===== src/rtl/mux41_rr_arbiter_pkg.sv =====
// -----------------------------------------------------------------------------
// mux41_rr_arbiter_pkg
// Shared definitions for the 4:1 mux round-robin arbiter:
//   - N_CH / SEL_W : channel count and select width
//   - state_e      : arbiter FSM states (IDLE, GRANT, GAP)
// -----------------------------------------------------------------------------
package mux41_rr_arbiter_pkg;

  localparam int N_CH  = 4;
  localparam int SEL_W = 2;

  typedef enum logic [1:0] {
    ST_IDLE  = 2'd0,
    ST_GRANT = 2'd1,
    ST_GAP   = 2'd2
  } state_e;

endpackage


===== src/rtl/mux41_rr_arbiter_if.sv =====
// -----------------------------------------------------------------------------
// mux41_rr_arbiter_if
// Bundle between the requesters and the arbiter.
//   req  [3:0] level request per channel      (requester -> arbiter)
//   din  [3:0] data bit per channel           (requester -> arbiter)
//   gnt  [3:0] one-hot grant, 0 when idle     (arbiter -> requester)
//   sel  [1:0] mux select, holds when idle    (arbiter -> consumer)
//   busy       high whenever gnt != 0         (arbiter -> consumer)
//   dout       registered din[sel] while busy (arbiter -> consumer)
// master = requester/consumer side, slave = arbiter side.
// -----------------------------------------------------------------------------
interface mux41_rr_arbiter_if;
  import mux41_rr_arbiter_pkg::*;

  logic [N_CH-1:0]  req;
  logic [N_CH-1:0]  din;
  logic [N_CH-1:0]  gnt;
  logic [SEL_W-1:0] sel;
  logic             busy;
  logic             dout;

  modport master (output req, din, input gnt, sel, busy, dout);
  modport slave  (input req, din, output gnt, sel, busy, dout);

endinterface


===== src/rtl/mux41_rr_arbiter_rr_pick4.sv =====
// -----------------------------------------------------------------------------
// rr_pick4
// Combinational rotating-priority picker.
//   req_i [3:0] requests
//   ptr_i [1:0] favoured channel (scanned first)
//   any_o       at least one request
//   idx_o [1:0] first requesting channel scanning ptr, ptr+1, ... modulo 4
// Rotate the request vector so ptr lands on bit 0, take the lowest set bit,
// then add ptr back (2-bit wrap undoes the rotation).
// -----------------------------------------------------------------------------
module rr_pick4
  import mux41_rr_arbiter_pkg::*;
(
  input  logic [N_CH-1:0]  req_i,
  input  logic [SEL_W-1:0] ptr_i,
  output logic             any_o,
  output logic [SEL_W-1:0] idx_o
);

  logic [N_CH-1:0]  rot;
  logic [SEL_W-1:0] off;

  always_comb begin
    // NOTE: every combinational output gets a default first so no path leaves
    // it unassigned; otherwise synthesis infers a latch.
    off = '0;
    rot = N_CH'({req_i, req_i} >> ptr_i);
    // Descending scan so the lowest set bit wins.
    for (int k = N_CH - 1; k >= 0; k--) begin
      if (rot[k]) off = SEL_W'(k);
    end
    any_o = |req_i;
    idx_o = ptr_i + off;
  end

endmodule


===== src/rtl/mux41_rr_arbiter.sv =====
// -----------------------------------------------------------------------------
// mux41_rr_arbiter
// Round-robin arbiter/sequencer for the shared 4:1 single-bit mux path.
// Grants one requester at a time, limits a grant to SLOT_LEN cycles while
// others wait, inserts one idle cycle between grants and registers the
// selected data bit.
//   clk  system clock, rising edge
//   rst  synchronous active-high reset
//   bus  mux41_rr_arbiter_if.slave (req, din in; gnt, sel, busy, dout out)
// Parameters:
//   SLOT_LEN  max grant length while another request is pending (>= 2)
//   CNT_W     slot counter width, 2**CNT_W >= SLOT_LEN
// -----------------------------------------------------------------------------
module mux41_rr_arbiter
  import mux41_rr_arbiter_pkg::*;
#(
  parameter int SLOT_LEN = 8,
  parameter int CNT_W    = 3
) (
  input  logic                 clk,
  input  logic                 rst,
  mux41_rr_arbiter_if.slave    bus
);

  localparam logic [CNT_W-1:0] CNT_MAX = CNT_W'(SLOT_LEN - 1);

  state_e           state_q, state_d;
  logic [SEL_W-1:0] ptr_q,   ptr_d;
  logic [CNT_W-1:0] cnt_q,   cnt_d;
  logic [N_CH-1:0]  gnt_q,   gnt_d;
  logic [SEL_W-1:0] sel_q,   sel_d;
  logic             dout_q,  dout_d;

  logic             pick_any;
  logic [SEL_W-1:0] pick_idx;
  logic             release_c;
  logic             expire_c;

  rr_pick4 u_pick (
    .req_i (bus.req),
    .ptr_i (ptr_q),
    .any_o (pick_any),
    .idx_o (pick_idx)
  );

  // Owner dropped its request, or the slot ran out while someone else waits.
  // With no other requester the saturated owner simply keeps the path.
  assign release_c = ~bus.req[sel_q];
  assign expire_c  = (cnt_q == CNT_MAX) && (|(bus.req & ~gnt_q));

  always_comb begin
    state_d = state_q;
    ptr_d   = ptr_q;
    cnt_d   = cnt_q;
    gnt_d   = gnt_q;
    sel_d   = sel_q;

    unique case (state_q)
      ST_IDLE, ST_GAP: begin
        if (pick_any) begin
          state_d = ST_GRANT;
          gnt_d   = N_CH'(1) << pick_idx;
          sel_d   = pick_idx;
          cnt_d   = '0;
        end else begin
          state_d = ST_IDLE;
          gnt_d   = '0;
        end
      end
      ST_GRANT: begin
        if (release_c || expire_c) begin
          // Favour the channel after the owner so it cannot win back-to-back
          // while others are waiting.
          state_d = ST_GAP;
          gnt_d   = '0;
          ptr_d   = sel_q + SEL_W'(1);
        end else if (cnt_q != CNT_MAX) begin
          cnt_d = cnt_q + CNT_W'(1);
        end
      end
      default: begin
        state_d = ST_IDLE;
        gnt_d   = '0;
      end
    endcase

    dout_d = (state_d == ST_GRANT) ? bus.din[sel_d] : 1'b0;
  end

  // NOTE: state registers use non-blocking assignments so every flop samples
  // the pre-edge values; blocking here would create order-dependent races.
  always_ff @(posedge clk) begin
    if (rst) begin
      state_q <= ST_IDLE;
      ptr_q   <= '0;
      cnt_q   <= '0;
      gnt_q   <= '0;
      sel_q   <= '0;
      dout_q  <= 1'b0;
    end else begin
      state_q <= state_d;
      ptr_q   <= ptr_d;
      cnt_q   <= cnt_d;
      gnt_q   <= gnt_d;
      sel_q   <= sel_d;
      dout_q  <= dout_d;
    end
  end

  assign bus.gnt  = gnt_q;
  assign bus.sel  = sel_q;
  assign bus.busy = |gnt_q;
  assign bus.dout = dout_q;

endmodule

===== src/flat_wrapper.sv =====
// flat-port wrapper written by rule: the top's interface ports become plain ports
module mux41_rr_arbiter_flat import mux41_rr_arbiter_pkg::*;
#(
  parameter int SLOT_LEN = 8,
  parameter int CNT_W    = 3
)
  (clk, rst, bus_req, bus_din, bus_gnt, bus_sel, bus_busy, bus_dout);
  mux41_rr_arbiter_if bus_i ();
  input  logic clk;
  input  logic rst;
  input wire logic [$bits(bus_i.req)-1:0] bus_req;
  input wire logic [$bits(bus_i.din)-1:0] bus_din;
  output wire logic [$bits(bus_i.gnt)-1:0] bus_gnt;
  output wire logic [$bits(bus_i.sel)-1:0] bus_sel;
  output wire logic [$bits(bus_i.busy)-1:0] bus_busy;
  output wire logic [$bits(bus_i.dout)-1:0] bus_dout;
  assign bus_i.req = bus_req;
  assign bus_i.din = bus_din;
  assign bus_gnt = bus_i.gnt;
  assign bus_sel = bus_i.sel;
  assign bus_busy = bus_i.busy;
  assign bus_dout = bus_i.dout;
  mux41_rr_arbiter #(.SLOT_LEN(SLOT_LEN), .CNT_W(CNT_W)) u_core (.clk(clk), .rst(rst), .bus(bus_i));
endmodule

===== config.mk =====
export PLATFORM = sky130hd
export DESIGN_NAME = mux41_rr_arbiter_flat
export DESIGN_NICKNAME = d
export VERILOG_FILES = /design/src/rtl/mux41_rr_arbiter_pkg.sv /design/src/rtl/mux41_rr_arbiter_if.sv /design/src/rtl/mux41_rr_arbiter_rr_pick4.sv /design/src/rtl/mux41_rr_arbiter.sv /design/src/flat_wrapper.sv
export SDC_FILE = /design/constraint.sdc
export NUM_CORES = 1
export LEC_CHECK = 0
export CAP_MARGIN = 20
export CORE_MARGIN = 2
export CORE_UTILIZATION = 32
export CTS_CLUSTER_DIAMETER = 50
export DETAILED_ROUTE_END_ITERATION = 7
export DONT_BUFFER_PORTS = 1
export SYNTH_ARGS = -nofsm -noshare
export SYNTH_HDL_FRONTEND = slang
export SYNTH_SLANG_ARGS = --single-unit

===== constraint.sdc =====
create_clock -name clk -period 6.82 [get_ports clk]
set_input_delay 0.682 -clock clk [delete_from_list [all_inputs] [get_ports clk]]
set_output_delay 0.682 -clock clk [all_outputs]
set_load 0.05 [all_outputs]

==> metrics.yaml <==
reg2reg_from: "u_core.ptr_q[0]$_SDFFE_PP0N_"
cp_top_family: "compound AO/OA/AOI/OAI gates"
firstDrtPassIters: 4
drive_gt1_frac: 0.102
track_usage: 0.130
drcViolationCount: 0
diodes: 0
start_kind: "flop"
power_uw: 271
min_period_ns: 2.68
yosysUniqueCellTypes: 40
finClkSkew_ns: 0.00769
cp_cell_sequence: "nor2_1 -> a221oi_1 -> a21oi_1 -> a211o_1 -> ha_1 -> mux2i_1 -> mux2_2 -> o311a_1"
finalHoldViolCount: 0
critPathMaxFanout: 11
fmax_ghz: 0.373
p_leak_nw: 0.360
synth_area_per_cell_um2: 8.28
slew_headroom: 0.548
drv_slew: 0
period_share: 0.393
cts.sinks: 14
ir_drop_uv: 188
ctsHoldBuffers: 0
setup.worst_path.end_class: "flop"
cts.clk_slew.worst_paths_ns: 0.09
holdCritStartpoint: "rst"
numCtsBuffers: 3
required_ns: 7.00
ant_nets: 0
critical_path_class: "flop to flop"
fp.dieH_um: 57.6
core_region_area_mm2: 0.00273
die-area_mm2: 0.00332
fin_nets: 122
antenna_found_initial: 0
grt_pass1_wl_mm: 3.31
post_dp_cell_area_um2: 917
rows: 19
grt_overflow: 0
insertion_delay_ns: 0.29
startpoint: "u_core.ptr_q[0]$_SDFFE_PP0N_"
cts_buffer_depth: 2
io_pins: 18
routedWlPerCell_um: 14.3
tritoncts: "yes"
hpwl_mm: 1.47
wirelength_mm: 1.99
postCtsSetupBuffers: 0
syn-num-nets: 124
worst_slack_ns: 4.14
ys_ff_latch: 14
finalSetupViolations: 0
syn_area_um2: 920
ctsHtreeMaxLevel: 1
rsz0062_at_grt: "no"
dr_total_vias: 801
yosys_warnings: 0
grt_pass1_vias: 685
worst-path-buf-inv: 0
yosysSeqAreaShare: 0.305
port_buffers: 0
stdcell_area_um2: 953
start_util: 0.336
viasPerCell: 5.76
cp_slowest_cell: "dfxtp_1"
slowest_delay_ns: 0.52
worst_slew_pin_slew_ns: 0.676
die_x_um: 57.6
critPathArrivalTime_ns: 2.86
power.density_mw_per_mm2: 284
ctsResizeCount: 0
dr.first_iter.drc_count: 16
status: "finished, final reports clean"
cts-root-buf: "clkbuf_4"
post-place-ws_ns: 4.05
drv_cap: 0
nFillCells: 280
syn-instance-count: 111
tns_ns: 0
synthToLayoutAreaGrowth_pct: 3.67
grt_max_degree: 14
hold_path_class: "primary input to flop"
gp_congestion: 0.832
[cell usage after synthesis]
| library cell | count | area [um2] |
|---|---|---|
| nand2b_4 | 1 | 13.8 |
| o21a_1 | 1 | 7.51 |
| buf_2 | 3 | 15.0 |
| o41a_1 | 1 | 11.3 |
| nor3_1 | 4 | 20.0 |
| a21oi_2 | 1 | 8.76 |
| o21bai_1 | 1 | 7.51 |
| xor2_1 | 1 | 8.76 |
| o311a_1 | 1 | 10.0 |
| nand2b_1 | 1 | 6.26 |
| mux2i_1 | 2 | 20.0 |
| nor4_1 | 2 | 12.5 |
| ha_1 | 3 | 37.5 |
| o31ai_1 | 1 | 7.51 |
| nor2_1 | 18 | 67.6 |
| clkbuf_1 | 2 | 7.51 |
| a221oi_1 | 1 | 8.76 |
| a211oi_2 | 1 | 12.5 |
| a21oi_4 | 1 | 16.3 |
| a21oi_1 | 12 | 60.1 |
| o21ai_1 | 1 | 5.00 |
| xnor2_1 | 2 | 17.5 |
| mux4_1 | 1 | 26.3 |
| or3_1 | 2 | 12.5 |
| o21ai_0 | 1 | 5.00 |
| a21o_1 | 3 | 22.5 |
| o211ai_1 | 2 | 15.0 |
| nor4b_1 | 1 | 8.76 |
| buf_4 | 1 | 7.51 |
| dfxtp_1 | 14 | 280 |
| or4_1 | 1 | 7.51 |
| nand2_1 | 8 | 30.0 |
| a211oi_1 | 2 | 15.0 |
| buf_6 | 1 | 11.3 |
| nor2b_1 | 6 | 37.5 |
| a211o_1 | 1 | 8.76 |
| mux2_2 | 1 | 11.3 |
| nand3b_1 | 2 | 15.0 |
| clkinv_1 | 1 | 3.75 |
| nor3_2 | 2 | 20.0 |
[worst register-to-register path, cell delays in order, from the launching register on]
cell and delay, ns:
dfxtp_1 0.52, nor2_1 0.13, a221oi_1 0.30, a21oi_1 0.07, a211o_1 0.24, ha_1 0.35
mux2i_1 0.30, mux2_2 0.38, o311a_1 0.29
[kinds of logic after synthesis]
kind of cell,after synthesis,synth area share
buf+inv,8,0.0490
simple gates,48,0.273
mux,4,0.0626
fa+ha+maj,3,0.0408
compound gates,31,0.241
flops,14,0.305
xor+xnor,3,0.0286
[area by class of cell]
| class | count | area (um2) | area share |
|---|---|---|---|
| multi-input cells | 89 | 594 | 0.623 |
| flip-flops and latches | 14 | 280 | 0.294 |
| well taps | 31 | 38.8 | 0.0407 |
| clock buffers | 4 | 36.3 | 0.0381 |
| inverters | 1 | 3.75 | 0.00394 |
[layout by cell type, fill, tap and decap left out]
| master | instances |
|---|---|
| a211o_1 | 1 |
| a211oi_1 | 2 |
| a211oi_2 | 1 |
| a21o_1 | 3 |
| a21oi_1 | 12 |
| a21oi_2 | 1 |
| a21oi_4 | 1 |
| a221oi_1 | 1 |
| clkbuf_4 | 3 |
| clkbuf_8 | 1 |
| clkinv_1 | 1 |
| dfxtp_1 | 14 |
| ha_1 | 3 |
| mux2_2 | 1 |
| mux2i_1 | 2 |
| mux4_1 | 1 |
| nand2_1 | 8 |
| nand2b_1 | 1 |
| nand2b_4 | 1 |
| nand3b_1 | 2 |
| nor2_1 | 18 |
| nor2b_1 | 6 |
| nor3_1 | 4 |
| nor3_2 | 2 |
| nor4_1 | 2 |
| nor4b_1 | 1 |
| o211ai_1 | 2 |
| o21a_1 | 1 |
| o21ai_0 | 1 |
| o21ai_1 | 1 |
| o21bai_1 | 1 |
| o311a_1 | 1 |
| o31ai_1 | 1 |
| o41a_1 | 1 |
| or3_1 | 2 |
| or4_1 | 1 |
| xnor2_1 | 2 |
| xor2_1 | 1 |
[sequential cells by signal, indices dropped and copies added, names as in the netlist]
name	cells
u_core.bus.gnt	4
u_core.state_q	2
u_core.cnt_q	3
u_core.bus.dout	1
u_core.bus.sel	2
u_core.ptr_q	2
[worst paths after layout]
check / slack, ns / depth (start not counted) / endpoint
setup / recovery: 4.14 / 8 / u_core.bus.dout$_SDFF_PP0_
hold / removal: 0.45 / 1 / u_core.cnt_q[2]$_SDFFE_PP0P_
setup reg to reg: 4.14 / 8 / u_core.bus.dout$_SDFF_PP0_
hold reg to reg: 0.46 / 2 / u_core.cnt_q[2]$_SDFFE_PP0P_
[layer usage]
metal	GRT usage	vias to the layer above	wire length, um	share of wire
li1	-	395	-	-
met3	0.0580	2	145	0.073
met1	0.181	377	1010	0.51
met5	0	-	0	0
met2	0.182	27	817	0.41
met4	0.0399	0	17	0.0085
[per-stage QoR]
step	hold WS, ns	util	cells
2_1_floorplan	0.436	-	111
3_3_place_gp	0.437	0.335	135
3_5_place_dp	0.450	0.335	135
4_1_cts	0.436	0.349	139
5_1_grt	0.439	0.349	139
6_report	0.446	0.349	139
[power breakdown]
| group | switching (mW) | internal (mW) |
|---|---|---|
| clock | 0.0284 | 0.0326 |
| sequential | 0.0373 | 0.0919 |
| combinational | 0.0472 | 0.0333 |
| total | 0.113 | 0.158 |
Note: power is estimated with default switching activity, not from simulation.
